`config.mk`:
```
export PLATFORM = sky130hd
export DESIGN_NAME = c3lib_ckdiv_inv_prog
export DESIGN_NICKNAME = d
export VERILOG_FILES = /design/src/rtl/c3lib_ckdiv_pkg.sv /design/src/rtl/c3lib_ckdiv_ch.sv /design/src/rtl/c3lib_ckdiv_inv_prog.sv
export SDC_FILE = /design/constraint.sdc
export NUM_CORES = 1
export LEC_CHECK = 0
export CORE_ASPECT_RATIO = 0.75
export CORE_MARGIN = 2
export CORE_UTILIZATION = 50
export CTS_CLUSTER_SIZE = 28
export DETAILED_ROUTE_END_ITERATION = 6
export PLACE_DENSITY = 0.77
export SLEW_MARGIN = 10
export SYNTH_ARGS = -nofsm -noshare
export SYNTH_HDL_FRONTEND = slang
export SYNTH_SLANG_ARGS = --single-unit
```
`constraint.sdc`:
```
create_clock -name clk -period 2.3 [get_ports clk]
set_input_delay 0.46 -clock clk [delete_from_list [all_inputs] [get_ports clk]]
set_output_delay 0.46 -clock clk [all_outputs]
set_load 0.02 [all_outputs]
```
`src/rtl/c3lib_ckdiv_pkg.sv`:
```
// Shared types, constants and helpers for the programmable clock divider/inverter.
package c3lib_ckdiv_pkg;

  localparam int CKDIV_DIV_W_DFLT = 4;

  // Config record at the default divide width.
  typedef struct packed {
    logic [CKDIV_DIV_W_DFLT-1:0] div;
    logic                        inv;
  } ckdiv_cfg_t;

  // Channel-select width; a single channel still gets a 1-bit select.
  function automatic int ckdiv_sel_w(input int num_ch);
    return (num_ch > 1) ? $clog2(num_ch) : 1;
  endfunction

endpackage

```
`src/rtl/c3lib_ckdiv_ch.sv`:
```
// One divider channel: half-period counter, phase, staged config applied at period boundaries.
// With C3LIB_CKDIV_EDGE_PULSE_EN defined, edge_pls_o flags the cycle before each clk_out_o rise.
module c3lib_ckdiv_ch
  import c3lib_ckdiv_pkg::*;
#(
  parameter int DIV_W   = CKDIV_DIV_W_DFLT,
  parameter int RST_DIV = 0
) (
  input  logic             clk,
  input  logic             rst,
  input  logic             en_i,
  input  logic             acc_i,
  input  logic [DIV_W-1:0] cfg_div_i,
  input  logic             cfg_inv_i,
  output logic             pend_o,
  output logic             upd_done_o,
  output logic             clk_out_o
`ifdef C3LIB_CKDIV_EDGE_PULSE_EN
  ,
  output logic             edge_pls_o
`endif
);

  typedef struct packed {
    logic [DIV_W-1:0] div;
    logic             inv;
  } ch_cfg_t;

  localparam logic [DIV_W-1:0] RST_DIV_L = RST_DIV[DIV_W-1:0];

  logic [DIV_W-1:0] cnt_q, cnt_d;
  logic             phase_q, phase_d;
  ch_cfg_t          cur_q, cur_d;
  ch_cfg_t          pend_q, pend_d;
  logic             pend_valid_q, pend_valid_d;
  logic             clk_out_q, clk_out_d;
  logic             upd_done_q, upd_done_d;
  logic             at_wrap;
  logic             at_bnd;
  logic             apply;

  always_comb begin
    cnt_d        = cnt_q;
    phase_d      = phase_q;
    cur_d        = cur_q;
    pend_d       = pend_q;
    pend_valid_d = pend_valid_q;
    upd_done_d   = 1'b0;
    at_wrap      = (cnt_q == cur_q.div);
    at_bnd       = at_wrap && phase_q;
    // A stopped channel has no period to protect, so staged config lands at once.
    apply        = pend_valid_q && (at_bnd || !en_i);

    if (!en_i) begin
      cnt_d   = '0;
      phase_d = 1'b0;
    end else if (at_wrap) begin
      cnt_d   = '0;
      phase_d = ~phase_q;
    end else begin
      cnt_d = cnt_q + DIV_W'(1);
    end

    if (apply) begin
      cur_d        = pend_q;
      pend_valid_d = 1'b0;
      upd_done_d   = 1'b1;
    end else if (acc_i && !pend_valid_q) begin
      pend_valid_d = 1'b1;
      pend_d       = '{div: cfg_div_i, inv: cfg_inv_i};
    end

    clk_out_d = phase_d ^ cur_d.inv;
  end

  always_ff @(posedge clk or posedge rst) begin
    if (rst) begin
      cnt_q        <= '0;
      phase_q      <= 1'b0;
      cur_q        <= '{div: RST_DIV_L, inv: 1'b0};
      pend_q       <= '{div: '0, inv: 1'b0};
      pend_valid_q <= 1'b0;
      clk_out_q    <= 1'b0;
      upd_done_q   <= 1'b0;
    end else begin
      cnt_q        <= cnt_d;
      phase_q      <= phase_d;
      cur_q        <= cur_d;
      pend_q       <= pend_d;
      pend_valid_q <= pend_valid_d;
      clk_out_q    <= clk_out_d;
      upd_done_q   <= upd_done_d;
    end
  end

  assign pend_o     = pend_valid_q;
  assign upd_done_o = upd_done_q;
  assign clk_out_o  = clk_out_q;

`ifdef C3LIB_CKDIV_EDGE_PULSE_EN
  // Look-ahead on the flop input; held low while reset is asserted.
  assign edge_pls_o = ~rst & clk_out_d & ~clk_out_q;
`endif

endmodule

```
`src/rtl/c3lib_ckdiv_inv_prog.sv`:
```
// Multi-channel programmable clock divider/inverter with a staged valid/ready config port.
// Optional C3LIB_CKDIV_EDGE_PULSE_EN adds edge_pls, a strobe one cycle ahead of each clk_out rise.
module c3lib_ckdiv_inv_prog
  import c3lib_ckdiv_pkg::*;
#(
  parameter int  NUM_CH  = 4,
  parameter int  DIV_W   = CKDIV_DIV_W_DFLT,
  parameter int  RST_DIV = 0,
  localparam int CH_W    = c3lib_ckdiv_pkg::ckdiv_sel_w(NUM_CH)
) (
  input  logic              clk,
  input  logic              rst,
  input  logic [NUM_CH-1:0] ch_en,
  input  logic              cfg_valid,
  output logic              cfg_ready,
  input  logic [CH_W-1:0]   cfg_ch,
  input  logic [DIV_W-1:0]  cfg_div,
  input  logic              cfg_inv,
  output logic [NUM_CH-1:0] upd_done,
  output logic [NUM_CH-1:0] clk_out
`ifdef C3LIB_CKDIV_EDGE_PULSE_EN
  ,
  output logic [NUM_CH-1:0] edge_pls
`endif
);

  logic [NUM_CH-1:0] pend;
  logic [NUM_CH-1:0] sel;
  logic [NUM_CH-1:0] acc;

  // Out-of-range channel numbers decode to no channel and always see ready.
  always_comb begin
    cfg_ready = 1'b1;
    for (int i = 0; i < NUM_CH; i++) begin
      if (sel[i]) begin
        cfg_ready = ~pend[i];
      end
    end
  end

  genvar gi;
  generate
    for (gi = 0; gi < NUM_CH; gi++) begin : g_ch
      assign sel[gi] = (int'(cfg_ch) == gi);
      assign acc[gi] = cfg_valid & sel[gi] & ~pend[gi];

      c3lib_ckdiv_ch #(
        .DIV_W   (DIV_W),
        .RST_DIV (RST_DIV)
      ) u_ch (
        .clk        (clk),
        .rst        (rst),
        .en_i       (ch_en[gi]),
        .acc_i      (acc[gi]),
        .cfg_div_i  (cfg_div),
        .cfg_inv_i  (cfg_inv),
        .pend_o     (pend[gi]),
        .upd_done_o (upd_done[gi]),
        .clk_out_o  (clk_out[gi])
`ifdef C3LIB_CKDIV_EDGE_PULSE_EN
        ,
        .edge_pls_o (edge_pls[gi])
`endif
      );
    end
  endgenerate

endmodule

```
* Word level (Yosys, flattened, before mapping)
Index checks and enable logic that the tools add are counted.
** Operators by class
- Add/subtract/negate cells :: 4
- Equality and inequality tests :: 7
- Multiplexer cells :: 36
- Bitwise gates (word level) :: 24
- Reduce and logical (&&, ||, !) cells :: 33
** Operators by type and width (count)
- two-way mux 4 bit :: 8
- two-way mux 1 bit :: 28
- adder 4 x 1 -> 4 bit (second input constant) :: 4
- equality test 4 bit :: 4
- logical AND 1 bit :: 12
- NOT 1 bit :: 12
- bitwise AND 1 bit :: 8
- zero test 1 bit :: 8
- AND reduction 2 bit :: 4
- nonzero test 2 bit :: 4
- equality test 2 bit (second input constant) :: 2
- logical OR 1 bit :: 4
- bitwise XOR 1 bit :: 4
- equality test 2 x 1 -> 1 bit (second input constant) :: 1
- zero test 2 bit :: 1
** Storage, ports and cells
- Flip-flop bits (word level) :: 72
- Output and inout bits :: 9

* Depth between registers and ports, before layout
- Depth after elaboration :: 6
- Depth in mapped cells :: 6
- Mapped depth without buffers :: 6

* By module
Synthesis repeated with hierarchy kept, for this count alone.
** Second synthesis, totals
- Cell total of the unflattened synthesis :: 219
- Area, all modules :: 3066.7 um2
** Modules (own cells, without submodules)
- c3lib_ckdiv_ch :: instances 4, cells each 53, area each 750.7 um2
- c3lib_ckdiv_inv_prog :: instances 1, cells each 7, area each 63.8 um2

* Least setup slack after synthesis
OpenSTA, ideal clock, no wires.
- Path type :: register -> register
- Start point :: register g_ch[3].u_ch.cnt_q[1]
- End point :: register g_ch[3].u_ch.clk_out_q
- Arrival :: 1.623 ns
- Data required time :: 2.178 ns
- Setup slack :: 0.555 ns
- Cell stages (with the launch flop) :: 7
- Period minus slack after synthesis :: 1.745 ns
- Cell sequence :: dfrtp_1 -> xor2_1 -> nor4_2 -> ha_1 -> o21ai_4 -> mux2_2 -> xor2_1
** RTL lines
- start, declared :: line c3lib_ckdiv_ch.sv:31 : logic [DIV_W-1:0] cnt_q, cnt_d;
- start signal, assigned :: line c3lib_ckdiv_ch.sv:86 : cnt_q <= cnt_d;
- end signal, assigned :: line c3lib_ckdiv_ch.sv:91 : clk_out_q <= clk_out_d;
- end, declared :: line c3lib_ckdiv_ch.sv:36 : logic clk_out_q, clk_out_d;

* Final worst setup path
- Start point :: input cfg_ch[1]
- End point :: output cfg_ready
** Between the ends
- Word-level cells in the longest chain between the ends :: 5
- Elaborated cells between the ends (all ways) :: 8
- Classes of those cells :: 3 x eq/ne; 4 x mux; 1 x reduce/logical
** RTL lines
- start, declared :: line c3lib_ckdiv_inv_prog.sv:16 : input logic [CH_W-1:0] cfg_ch,
- zero test 2 bit :: line c3lib_ckdiv_inv_prog.sv:44 : assign sel[gi] = (int'(cfg_ch) == gi);
- two-way mux 1 bit (3 in a row) :: line c3lib_ckdiv_inv_prog.sv:35 : if (sel[i]) begin
- two-way mux 1 bit * :: line c3lib_ckdiv_inv_prog.sv:35
- end, declared :: line c3lib_ckdiv_inv_prog.sv:15 : output logic cfg_ready,
Mark *: on every way between the ends. The rest lies on a longest branch, timed or not.

==> metrics.txt <==
status complete, no violations; antenna violations before repair 0; global-route wire length before repair 8060 um; RSZ-0062 raised after global routing no; flops & latches, synth 72; CP Capture Type primary output; Worst Hold End g_ch[2].u_ch.cnt_q[0]; layout cells sized above 1 30.8%; PwrDens 1090 nW/um^2; Critical Path RT 1840 ps; Longest Clk Path Bufs 2; Sequential Area 1800 um^2; Synth cell types 21; Die H 72.3 um; multi-input logic area 1190 um^2; fin. max-slew vios 0; initial core utilization 52.5%; clk slew on worst S/H paths 70 ps; Final nets 277; root buffer selected by CTS clkbuf_8; reg2reg start g_ch[3].u_ch.cnt_q[1]; core area 5920 um^2; num rows 24; largest net degree at the start of global routing 73; Slowest cell on crit path mux4_1; Lkg Pwr 1.73 nW; final core utilization 61.5%; Max Clock Skew 5.13 ps; YS warnings 0; DRC Markers 0; met2 Use GR 22.1%; Avg Vias per Cell 4.90; Crit path largest cell delay 550 ps; Hold Path Origin g_ch[2].u_ch.cnt_q[0]; maximum VDD drop 0.589 mV; Fillers 473; Critical Path Fanout Max 2; Critical Setup Path Class in2out; clock sink count 72; GR Overflow Total 0; total power 3.97 mW; maximum capacitance violations 0; Post-synth EDFFs 0; period utilisation layout 96.7%; die width 95.0 um; final antenna-violating net count 0; dominant synthesized flop cell dfrtp_1; postcts setup bufs 0; Post-Syn Nets 243; number of global-route vias before repair 1689; global-route total usage across every layer 16.0%; FFs w/ async S/R, synth 100%; Relative slew margins 69.5%; Mapped Area 3110 um^2; Die Area 6870 um^2; Mapped Cells 221; drt total wl 4690 um; fmax 449 MHz; dpl ws -375 ps; hpwl dp 3310 um; Worst Reg-to-Reg Cells 6; Layout area overhead 17.1%; Vias 1656; dpl cell area 3440 um^2; Hold Vio Cnt, Final 0; sequential-to-total area share from yosys stat 58.0%; ant diodes 0; DRT Pass-1 Iters 3; DR iter-0 viols 55; GR Util met3 6.65%; Slew @ Worst Pin 456 ps; CTS Buf Count 9; GRT Max-Usage Layer met1; I/O pins 23; crit-path cells clkdlybuf4s50_1 > mux4_1 > inv_1 > buf_2; final worst slack 75.1 ps; met1 Track Usage GR 23.1%; setup tns final 0 ps; Worst-Skew Late Latency 340 ps; Reg2Reg Capture Point g_ch[3].u_ch.clk_out_o; Syn Area/Cell 14.1 um^2; CTS tree built; routed length per instance 13.9 um; CP startpoint kind input pin; Min-Delay Path Class reg2reg; Post-Layout Inst Area 3640 um^2; port buffer count 22; setup violators final 0; CTS HTree Levels 3; Final GP Congestion 0.737; Worst EP arrival 1760 ps; Worst R2R Setup Slack 380 ps; Worst Hold Depth 1; post-route minimum period 2220 ps
## placed cells by master, fill, tap and decap left out, types with 2 or more instances in the layout
cell type and instances:
and2_1 4, a31o_2 3, nand3_1 4, clkinv_2 2, nand2_1 6, buf_4 9, dfrtp_1 72, o21ai_4 4
nand2b_1 4, clkbuf_1 2, xor2_1 24, nor2_1 16, clkbuf_8 11, mux2_2 40, ha_1 8, inv_1 12
xnor2_1 4, nor4_2 4, clkdlybuf4s50_1 21
## cells by family (layout without fill, tap and decap cells)
family          Yosys count  in the layout  synth area share (%)
flops                    72             72                  58.0
fa+ha+maj                 8              8                  3.22
simple gates             43             43                  8.86
xor+xnor                 28             28                  7.89
mux                      41             41                  15.3
buf+inv                  22             61                  3.75
compound gates            7              7                  2.94
## Yosys cell counts, types with 3 or more instances
cell type	number	area share [%]
xnor2_1	4	1.1
nand3_1	4	0.64
o21ai_4	4	2.1
buf_4	9	2.2
nor2_1	16	1.9
xor2_1	24	6.8
nand2b_1	4	0.81
ha_1	8	3.2
and2_1	4	0.81
nand2_1	6	0.72
nor4_2	4	1.6
a31o_2	3	0.85
mux2_2	40	14
inv_1	13	1.6
dfrtp_1	72	58
## worst max-delay path: cells and delay by family
family | cells | cell delay [ps]
mux | 1 | 550
buf+inv | 3 | 750
## where the power goes
part	internal (mW)	switching, mW
clock	0.557	0.440
sequential	1.69	0.241
combinational	0.576	0.471
## stage by stage
| step | hold slack, ps | std cells |
|---|---|---|
| final | 499 | 338 |
| after global routing | 519 | 338 |
| after CTS | 505 | 338 |
| after detailed placement | 493 | 322 |
| after global placement | 488 | 322 |
| after floorplan | 468 | 221 |
## worst max-delay path by stage
stage	start	endpoint	slack [ps]
final	cfg_ch[1]	cfg_ready	80
after global routing	cfg_ch[1]	cfg_ready	0.3
after CTS	cfg_ch[1]	cfg_ready	70
after detailed placement	cfg_ch[1]	cfg_ready	-370
after global placement	cfg_ch[1]	cfg_ready	-390
after floorplan	rst	g_ch[0].u_ch.clk_out_o	20
## layer usage
metal | wire length [um] | vias up
met4 | 85 | 0
met2 | 2020 | 24
li1 | - | 804
met5 | 0 | -
met3 | 189 | 9
met1 | 2390 | 819
## state kept, by name, indices dropped and copies added, names as in the netlist
| signal | cells |
|---|---|
| g_ch.u_ch.cur_q | 20 |
| g_ch.u_ch.pend_o | 4 |
| g_ch.u_ch.cnt_q | 16 |
| g_ch.u_ch.clk_out_o | 4 |
| g_ch.u_ch.pend_q | 20 |
| g_ch.u_ch.upd_done_o | 4 |
| g_ch.u_ch.phase_q | 4 |
## final cells by class
type,instances,share of cell area [%]
multi-input combinational,127,32.7
sequential,72,49.5
timing repair buffer,32,8.32
inverter,13,1.34
tap,78,2.68
clock buffer,13,4.37
clock inverter,3,1.10
## repair_timing
action | CTS | global route
hold buffers | 0 | 0
setup endpoints to repair | 1 | 0
gates resized for setup | 4 | 0
Note: power is estimated with default switching activity, not from simulation.
